File: src/rtl/ft_sync_bus_ctrl_if.sv
// FT232H 245-sync bus plus TX FIFO read side and RX command sink.
// master = bus controller, slave = pads / FIFO / sink side.
interface ft_sync_bus_ctrl_if;
    logic       ft_rxf_i;
    logic       ft_txe_i;
    logic [7:0] ft_data_i;
    logic [7:0] ft_data_o;
    logic       ft_data_oe_o;
    logic       ft_rd_o;
    logic       ft_wr_o;
    logic       ft_oe_o;
    logic [7:0] tx_data_i;
    logic       tx_empty_i;
    logic       tx_rdreq_o;
    logic [7:0] rx_data_o;
    logic       rx_valid_o;
    logic       rx_full_i;

    modport master (
        input  ft_rxf_i, ft_txe_i, ft_data_i,
        input  tx_data_i, tx_empty_i, rx_full_i,
        output ft_data_o, ft_data_oe_o,
        output ft_rd_o, ft_wr_o, ft_oe_o,
        output tx_rdreq_o, rx_data_o, rx_valid_o
    );

    modport slave (
        output ft_rxf_i, ft_txe_i, ft_data_i,
        output tx_data_i, tx_empty_i, rx_full_i,
        input  ft_data_o, ft_data_oe_o,
        input  ft_rd_o, ft_wr_o, ft_oe_o,
        input  tx_rdreq_o, rx_data_o, rx_valid_o
    );
endinterface

File: src/rtl/ft_sync_bus_ctrl.sv
// FT232H 245-sync FIFO bus owner: RX/TX arbitration, turnaround, bursts.
// Optional FT_STATS_EN adds byte counters and a sticky RX drop flag.
module ft_sync_bus_ctrl #(
    parameter int TX_BURST_MAX = 512,
    parameter int RX_BURST_MAX = 64,
    parameter int CNT_W        = 10
) (
    input  logic                clk_i,
    input  logic                rst_n_i,
    input  logic                en_i,
    ft_sync_bus_ctrl_if.master  bus,
    output logic                busy_o
`ifdef FT_STATS_EN
    ,
    output logic [31:0]         tx_bytes_o,
    output logic [31:0]         rx_bytes_o,
    output logic                rx_drop_o
`endif
);

    typedef enum logic [2:0] {
        IDLE,
        RX_OE,
        RX_RD,
        RX_END,
        TX_WR
    } state_t;

    localparam logic DIR_RX = 1'b0;
    localparam logic DIR_TX = 1'b1;

    localparam logic [CNT_W-1:0] TX_MAX = CNT_W'(TX_BURST_MAX);
    localparam logic [CNT_W-1:0] RX_MAX = CNT_W'(RX_BURST_MAX);

    state_t           state_q, state_d;
    logic             last_dir_q, last_dir_d;
    logic             rd_q, rd_d;
    logic [CNT_W-1:0] tx_cnt_q, rx_cnt_q;
    logic [CNT_W-1:0] tx_cnt_nxt, rx_cnt_nxt;
    logic [7:0]       rx_data_q;
    logic             rx_valid_q;

    logic rx_want, tx_want;
    logic tx_xfer, rx_xfer;
    logic rx_go;
    logic oe_n, data_oe, wr_n;

    assign rx_want = !bus.ft_rxf_i && !bus.rx_full_i;
    assign tx_want = !bus.ft_txe_i && !bus.tx_empty_i;

    // A TX byte moves whenever WR# is low; an RX byte whenever the
    // registered RD# is low and the host still has data.
    assign tx_xfer = (state_q == TX_WR) && tx_want;
    assign rx_xfer = (state_q == RX_RD) && !rd_q && !bus.ft_rxf_i;

    assign tx_cnt_nxt = tx_cnt_q + CNT_W'(tx_xfer);
    assign rx_cnt_nxt = rx_cnt_q + CNT_W'(rx_xfer);

    // Keep RD# low next cycle only if another byte may still be taken.
    assign rx_go = rx_want && (rx_cnt_nxt < RX_MAX);

    // Next state, round-robin grant and bus strobes.
    always_comb begin
        state_d    = state_q;
        last_dir_d = last_dir_q;
        rd_d       = 1'b1;
        oe_n       = 1'b1;
        data_oe    = 1'b1;
        wr_n       = 1'b1;
        unique case (state_q)
            IDLE: begin
                if (en_i) begin
                    if (rx_want && tx_want) begin
                        state_d = (last_dir_q == DIR_RX) ? TX_WR : RX_OE;
                    end else if (rx_want) begin
                        state_d = RX_OE;
                    end else if (tx_want) begin
                        state_d = TX_WR;
                    end
                end
            end
            RX_OE: begin
                oe_n    = 1'b0;
                data_oe = 1'b0;
                rd_d    = !rx_go;
                state_d = RX_RD;
            end
            RX_RD: begin
                oe_n    = 1'b0;
                data_oe = 1'b0;
                rd_d    = !rx_go;
                state_d = rx_go ? RX_RD : RX_END;
            end
            RX_END: begin
                data_oe    = 1'b0;
                last_dir_d = DIR_RX;
                state_d    = IDLE;
            end
            TX_WR: begin
                wr_n = !tx_want;
                if (!tx_want || (tx_cnt_nxt >= TX_MAX)) begin
                    last_dir_d = DIR_TX;
                    state_d    = IDLE;
                end
            end
            default: state_d = IDLE;
        endcase
    end

    // State, direction history, RD# register and burst counters.
    always_ff @(posedge clk_i or negedge rst_n_i) begin
        if (!rst_n_i) begin
            state_q    <= IDLE;
            last_dir_q <= DIR_RX;
            rd_q       <= 1'b1;
            tx_cnt_q   <= '0;
            rx_cnt_q   <= '0;
        end else begin
            state_q    <= state_d;
            last_dir_q <= last_dir_d;
            rd_q       <= rd_d;
            tx_cnt_q   <= (state_q == TX_WR && state_d == TX_WR)
                          ? tx_cnt_nxt : '0;
            rx_cnt_q   <= (state_q == RX_RD) ? rx_cnt_nxt : '0;
        end
    end

    // Received byte is registered and flagged for exactly one cycle.
    always_ff @(posedge clk_i or negedge rst_n_i) begin
        if (!rst_n_i) begin
            rx_data_q  <= 8'h00;
            rx_valid_q <= 1'b0;
        end else begin
            rx_valid_q <= rx_xfer;
            if (rx_xfer) begin
                rx_data_q <= bus.ft_data_i;
            end
        end
    end

    assign bus.ft_rd_o      = rd_q;
    assign bus.ft_wr_o      = wr_n;
    assign bus.ft_oe_o      = oe_n;
    assign bus.ft_data_oe_o = data_oe;
    assign bus.ft_data_o    = (state_q == TX_WR) ? bus.tx_data_i : 8'h00;
    assign bus.tx_rdreq_o   = !wr_n;
    assign bus.rx_data_o    = rx_data_q;
    assign bus.rx_valid_o   = rx_valid_q;
    assign busy_o           = (state_q != IDLE);

`ifdef FT_STATS_EN
    logic [7:0] drop_run_q;

    // Byte counters and detection of a host stalled by a full sink.
    always_ff @(posedge clk_i or negedge rst_n_i) begin
        if (!rst_n_i) begin
            tx_bytes_o <= '0;
            rx_bytes_o <= '0;
            rx_drop_o  <= 1'b0;
            drop_run_q <= '0;
        end else begin
            if (tx_xfer) begin
                tx_bytes_o <= tx_bytes_o + 32'd1;
            end
            if (rx_xfer) begin
                rx_bytes_o <= rx_bytes_o + 32'd1;
            end
            if (state_q == IDLE && !bus.ft_rxf_i && bus.rx_full_i) begin
                if (drop_run_q == 8'hFF) begin
                    rx_drop_o <= 1'b1;
                end else begin
                    drop_run_q <= drop_run_q + 8'd1;
                end
            end else begin
                drop_run_q <= '0;
            end
        end
    end
`endif

endmodule

File: src/flat_wrapper.sv
// flat-port wrapper written by rule: the top's interface ports become plain ports
module ft_sync_bus_ctrl_flat 
#(
    parameter int TX_BURST_MAX = 512,
    parameter int RX_BURST_MAX = 64,
    parameter int CNT_W        = 10
)
  (clk_i, rst_n_i, en_i, busy_o, bus_ft_rxf_i, bus_ft_txe_i, bus_ft_data_i, bus_tx_data_i, bus_tx_empty_i, bus_rx_full_i, bus_ft_data_o, bus_ft_data_oe_o, bus_ft_rd_o, bus_ft_wr_o, bus_ft_oe_o, bus_tx_rdreq_o, bus_rx_data_o, bus_rx_valid_o);
  ft_sync_bus_ctrl_if bus_i ();
  input  logic clk_i;
  input  logic rst_n_i;
  input  logic en_i;
  output logic busy_o;
  input wire logic [$bits(bus_i.ft_rxf_i)-1:0] bus_ft_rxf_i;
  input wire logic [$bits(bus_i.ft_txe_i)-1:0] bus_ft_txe_i;
  input wire logic [$bits(bus_i.ft_data_i)-1:0] bus_ft_data_i;
  input wire logic [$bits(bus_i.tx_data_i)-1:0] bus_tx_data_i;
  input wire logic [$bits(bus_i.tx_empty_i)-1:0] bus_tx_empty_i;
  input wire logic [$bits(bus_i.rx_full_i)-1:0] bus_rx_full_i;
  output wire logic [$bits(bus_i.ft_data_o)-1:0] bus_ft_data_o;
  output wire logic [$bits(bus_i.ft_data_oe_o)-1:0] bus_ft_data_oe_o;
  output wire logic [$bits(bus_i.ft_rd_o)-1:0] bus_ft_rd_o;
  output wire logic [$bits(bus_i.ft_wr_o)-1:0] bus_ft_wr_o;
  output wire logic [$bits(bus_i.ft_oe_o)-1:0] bus_ft_oe_o;
  output wire logic [$bits(bus_i.tx_rdreq_o)-1:0] bus_tx_rdreq_o;
  output wire logic [$bits(bus_i.rx_data_o)-1:0] bus_rx_data_o;
  output wire logic [$bits(bus_i.rx_valid_o)-1:0] bus_rx_valid_o;
  assign bus_i.ft_rxf_i = bus_ft_rxf_i;
  assign bus_i.ft_txe_i = bus_ft_txe_i;
  assign bus_i.ft_data_i = bus_ft_data_i;
  assign bus_i.tx_data_i = bus_tx_data_i;
  assign bus_i.tx_empty_i = bus_tx_empty_i;
  assign bus_i.rx_full_i = bus_rx_full_i;
  assign bus_ft_data_o = bus_i.ft_data_o;
  assign bus_ft_data_oe_o = bus_i.ft_data_oe_o;
  assign bus_ft_rd_o = bus_i.ft_rd_o;
  assign bus_ft_wr_o = bus_i.ft_wr_o;
  assign bus_ft_oe_o = bus_i.ft_oe_o;
  assign bus_tx_rdreq_o = bus_i.tx_rdreq_o;
  assign bus_rx_data_o = bus_i.rx_data_o;
  assign bus_rx_valid_o = bus_i.rx_valid_o;
  ft_sync_bus_ctrl #(.TX_BURST_MAX(TX_BURST_MAX), .RX_BURST_MAX(RX_BURST_MAX), .CNT_W(CNT_W)) u_core (.clk_i(clk_i), .rst_n_i(rst_n_i), .en_i(en_i), .bus(bus_i), .busy_o(busy_o));
endmodule
File: config.mk
export PLATFORM = sky130hd
export DESIGN_NAME = ft_sync_bus_ctrl_flat
export DESIGN_NICKNAME = d
export VERILOG_FILES = /design/src/rtl/ft_sync_bus_ctrl_if.sv /design/src/rtl/ft_sync_bus_ctrl.sv /design/src/flat_wrapper.sv
export SDC_FILE = /design/constraint.sdc
export NUM_CORES = 1
export LEC_CHECK = 0
export BUFFER_PORTS_ARGS = -buffer_cell sky130_fd_sc_hd__buf_2
export CAP_MARGIN = 10
export CELL_PAD_IN_SITES_DETAIL_PLACEMENT = 1
export CELL_PAD_IN_SITES_GLOBAL_PLACEMENT = 2
export CORE_ASPECT_RATIO = 1.2
export CORE_UTILIZATION = 31
export CTS_CLUSTER_SIZE = 28
export DETAILED_ROUTE_END_ITERATION = 10
export PLACE_DENSITY_LB_ADDON = 0.1
export SLEW_MARGIN = 40
export SYNTH_ARGS = -nofsm -noshare
export SYNTH_HDL_FRONTEND = slang
export SYNTH_SLANG_ARGS = --single-unit
File: constraint.sdc
create_clock -name clk_i -period 3 [get_ports clk_i]
set_input_delay 0.6 -clock clk_i [delete_from_list [all_inputs] [get_ports clk_i]]
set_output_delay 0.6 -clock clk_i [all_outputs]
set_load 0.01 [all_outputs]
==> metrics.txt <==
# TYPE chip_impl_metric gauge
chip_impl_metric{name="cts-root-to-sink-buffers",unit=""} 2
chip_impl_metric{name="grt_first_pass_wirelength",unit="µm"} 6420
chip_impl_metric{name="clock_latency_on_the_worst_skew_pair",unit="ns"} 0.28
chip_impl_metric{name="p_leak",unit="nW"} 1.03
chip_impl_metric{name="grt_pass1_vias",unit=""} 1426
chip_impl_info{name="critical_path.most_common_cell",value="or3_1"} 1
chip_impl_metric{name="post-route-period-util",unit="%"} 89.7
chip_impl_metric{name="floorplan.die_area",unit="µm²"} 5560
chip_impl_metric{name="max_stage_delay",unit="ns"} 0.52
chip_impl_metric{name="drt_pre_antenna_iters",unit=""} 3
chip_impl_metric{name="grt_start_max_net_pins",unit=""} 35
chip_impl_metric{name="postSynthAreaPerCell",unit="µm²"} 10.3
chip_impl_metric{name="place.port_buffers",unit=""} 45
chip_impl_metric{name="post-dp-hpwl",unit="µm"} 2980
chip_impl_metric{name="final_cells",unit=""} 271
chip_impl_metric{name="num_vias",unit=""} 1320
chip_impl_info{name="cts.root.buffer_cell",value="clkbuf_8"} 1
chip_impl_metric{name="layout-area-overhead-vs-synth",unit="%"} 27.7
chip_impl_metric{name="die-height",unit="µm"} 81.5
chip_impl_metric{name="grt_antenna_before_repair",unit=""} 0
chip_impl_metric{name="coreArea",unit="µm²"} 5010
chip_impl_metric{name="stdcell_area",unit="µm²"} 2080
chip_impl_metric{name="aggregate_global_route_resource_usage",unit="%"} 15.9
chip_impl_metric{name="synth.net_count",unit=""} 185
chip_impl_metric{name="fmax",unit="MHz"} 372
chip_impl_metric{name="cts.clk_slew.worst_paths",unit="ns"} 0.07
chip_impl_info{name="critical-path-slowest-cell",value="or4_4"} 1
chip_impl_metric{name="report.final.slew_viol_count",unit=""} 0
chip_impl_metric{name="synth.distinct_cells",unit=""} 34
chip_impl_info{name="commonest_cells_after_routing_fill_and_taps_aside",value="buf_2, dfrtp_1, nor2_1, inv_1, nand3_1"} 1
chip_impl_metric{name="drc",unit=""} 0
chip_impl_info{name="run_status",value="completed"} 1
chip_impl_metric{name="timing.critical_path.required",unit="ns"} 3.21
chip_impl_metric{name="cts_inserted_buffers",unit=""} 5
chip_impl_metric{name="tritoncts_num_sinks",unit=""} 34
chip_impl_metric{name="post_dp_cell_area",unit="µm²"} 1940
chip_impl_metric{name="yosys_warnings",unit=""} 0
chip_impl_metric{name="grt_overflow",unit=""} 0
chip_impl_info{name="cts_tree",value="yes"} 1
chip_impl_metric{name="fin_worst_skew",unit="ns"} 0.00659
chip_impl_metric{name="share_of_cells_above_drive_strength_1",unit="%"} 33.6
chip_impl_metric{name="route.detailed.vias_per_inst",unit=""} 4.87
chip_impl_metric{name="power_per_cell_area",unit="nW/µm²"} 692
chip_impl_metric{name="layout.nets",unit=""} 237
chip_impl_metric{name="cts_htree_levels",unit=""} 2
chip_impl_info{name="setup_repair_after_global_routing_missed_its_margin",value="no"} 1
chip_impl_metric{name="diodes",unit=""} 0
chip_impl_metric{name="die-width",unit="µm"} 68.3
chip_impl_info{name="crit_path_cell_trace",value="nor2_1, nand2_1, or3_1, inv_1, ha_1, nand3_1, or4_4, a22o_1, or3_1"} 1
chip_impl_metric{name="synth_seq_cells",unit=""} 34
chip_impl_metric{name="setup-tns-final",unit="ns"} 0
chip_impl_metric{name="cell_total_after_placement",unit=""} 263
chip_impl_metric{name="cts_hold_repair.buffers",unit=""} 0
chip_impl_metric{name="irDropWorstVdd",unit="mV"} 0.232
chip_impl_info{name="setup.worst_path.end_class",value="register"} 1
chip_impl_metric{name="maxCapViolCount",unit=""} 0
chip_impl_metric{name="layout.filler_cells",unit=""} 597
chip_impl_info{name="final_common_cell",value="buf_2"} 1
chip_impl_metric{name="hold_viol_final",unit=""} 0
chip_impl_info{name="min_path_type",value="in -> async"} 1
chip_impl_info{name="critical_path.startpoint_type",value="register"} 1
chip_impl_metric{name="floorplan.io_pins",unit=""} 46
chip_impl_metric{name="routed_wire_length_per_instance",unit="µm"} 14.5
chip_impl_info{name="criticalPathCategory",value="reg -> reg"} 1
chip_impl_metric{name="period_minus_slack",unit="ns"} 2.69
chip_impl_metric{name="detail-route-antenna-nets",unit=""} 0
chip_impl_metric{name="gp_congestion",unit=""} 0.730
chip_impl_metric{name="cts.repair.resized",unit=""} 0
chip_impl_metric{name="number_of_endpoints_failing_setup_at_the_final_stage",unit=""} 0
chip_impl_metric{name="first_iter_violations",unit=""} 32
chip_impl_metric{name="placementRows",unit=""} 28
chip_impl_metric{name="critical_path.max_fanout",unit=""} 6
chip_impl_metric{name="yosysSeqAreaShare",unit="%"} 52.2
chip_impl_metric{name="post_cts_buffers",unit=""} 0
chip_impl_metric{name="cp_data_arrival_time",unit="ns"} 2.90
chip_impl_metric{name="wl_final",unit="µm"} 3920
chip_impl_metric{name="cell_count_after_synthesis",unit=""} 158
chip_impl_metric{name="synthesis.area",unit="µm²"} 1630
chip_impl_metric{name="floorplan.initialDensity",unit="%"} 32.6
metal layers:
metal	global-route usage, %	routed length (µm)	vias to the layer above
met5	0	0	-
met4	5.00	40	0
met3	4.44	186	4
met2	30.1	2210	36
met1	16.4	1490	645
li1	-	-	635
logic make-up after synthesis:
group | share of synthesized area (%)
other | 0.230
multiplexers | 5.52
flip-flops | 52.2
XOR/XNOR | 8.58
AND/OR/NAND/NOR | 21.3
adder cells (fa/ha/maj) | 3.07
AO/OA/AOI/OAI | 6.13
buffers and inverters | 2.99
power breakdown:
part	internal (mW)	switching, mW	leakage [nW]
clock	0.333	0.171	0.0683
sequential	0.539	0.0539	0.452
combinational	0.160	0.186	0.509
total	1.03	0.411	1.03
sequential cells by signal (all words and copies together) (netlist names):
signal and cells:
u_core.bus.rx_data_o 8, u_core.state_q 3, u_core.tx_cnt_q 10, u_core.bus.rx_valid_o 1, u_core.bus.ft_rd_o 1, u_core.rx_cnt_q 10, u_core.last_dir_q 1
worst max-delay path: cells and delay by family, from the launching register on:
family	cells	cell delay [ns]
adders and majority gates	1	0.22
DFF	1	0.45
buffers and inverters	1	0.08
AOI/OAI and AO/OA	1	0.20
and+or+nand+nor	6	1.66
synth_stat cells:
library cell / number / area (µm²)
nand2_1: 7 / 26.3
dfrtp_1: 33 / 826
a21o_1: 1 / 7.51
nand3_2: 1 / 10.0
nand4_2: 1 / 12.5
nand3_1: 10 / 50.1
and3_1: 3 / 18.8
or4_1: 1 / 7.51
a211o_1: 1 / 8.76
nor3_1: 2 / 10.0
a31oi_1: 1 / 6.26
and2_1: 8 / 50.1
inv_1: 10 / 37.5
mux2_2: 8 / 90.1
xnor2_1: 8 / 70.1
ha_1: 4 / 50.1
dfstp_2: 1 / 26.3
or4_4: 1 / 11.3
a22o_1: 1 / 8.76
o21ai_0: 6 / 30.0
nor3b_1: 1 / 7.51
nand4_1: 3 / 18.8
a21oi_1: 3 / 15.0
or2_2: 1 / 6.26
and4_2: 1 / 10.0
conb_1: 1 / 3.75
xor2_1: 8 / 70.1
nor2_1: 22 / 82.6
or3_1: 3 / 18.8
clkbuf_1: 3 / 11.3
o31ai_1: 1 / 7.51
or3_2: 1 / 7.51
a221oi_1: 1 / 8.76
o211ai_1: 1 / 7.51
worst paths after layout:
kind	from	to	slack [ns]	cells past startpoint
setup / recovery	u_core.state_q[0]	u_core.bus.ft_rd_o	0.31	9
hold / removal	rst_n_i	u_core.rx_cnt_q[3]	0.25	1
setup reg to reg	u_core.state_q[0]	u_core.bus.ft_rd_o	0.31	9
hold reg to reg	u_core.bus.rx_data_o[5]	u_core.bus.rx_data_o[5]	0.51	1
max in group asynchronous	rst_n_i	u_core.bus.ft_rd_o	2.41	1
min in group clk_i	u_core.bus.rx_data_o[5]	u_core.bus.rx_data_o[5]	0.51	1
per-stage QoR:
stage	utilization (%)	hold WS (ns)	worst slack (ns)	power (mW)
detailed placement	38.8	0.489	0.298	0.957
finish	41.6	0.252	0.310	1.44
floorplan	-	0.304	0.196	0.782
global route	41.6	0.272	0.124	1.53
CTS	41.6	0.399	0.309	1.47
global placement	38.8	0.482	0.357	0.942
final cells by class:
cell class,instances,area [µm²],area share [%]
sequential,34,852,40.9
multi-input combinational,111,732,35.1
timing repair buffer,48,250,12.0
tap,60,75.1,3.60
clock buffer,5,68.8,3.30
clock inverter,3,68.8,3.30
inverter,10,37.5,1.80
Note: power is estimated with default switching activity, not from simulation.
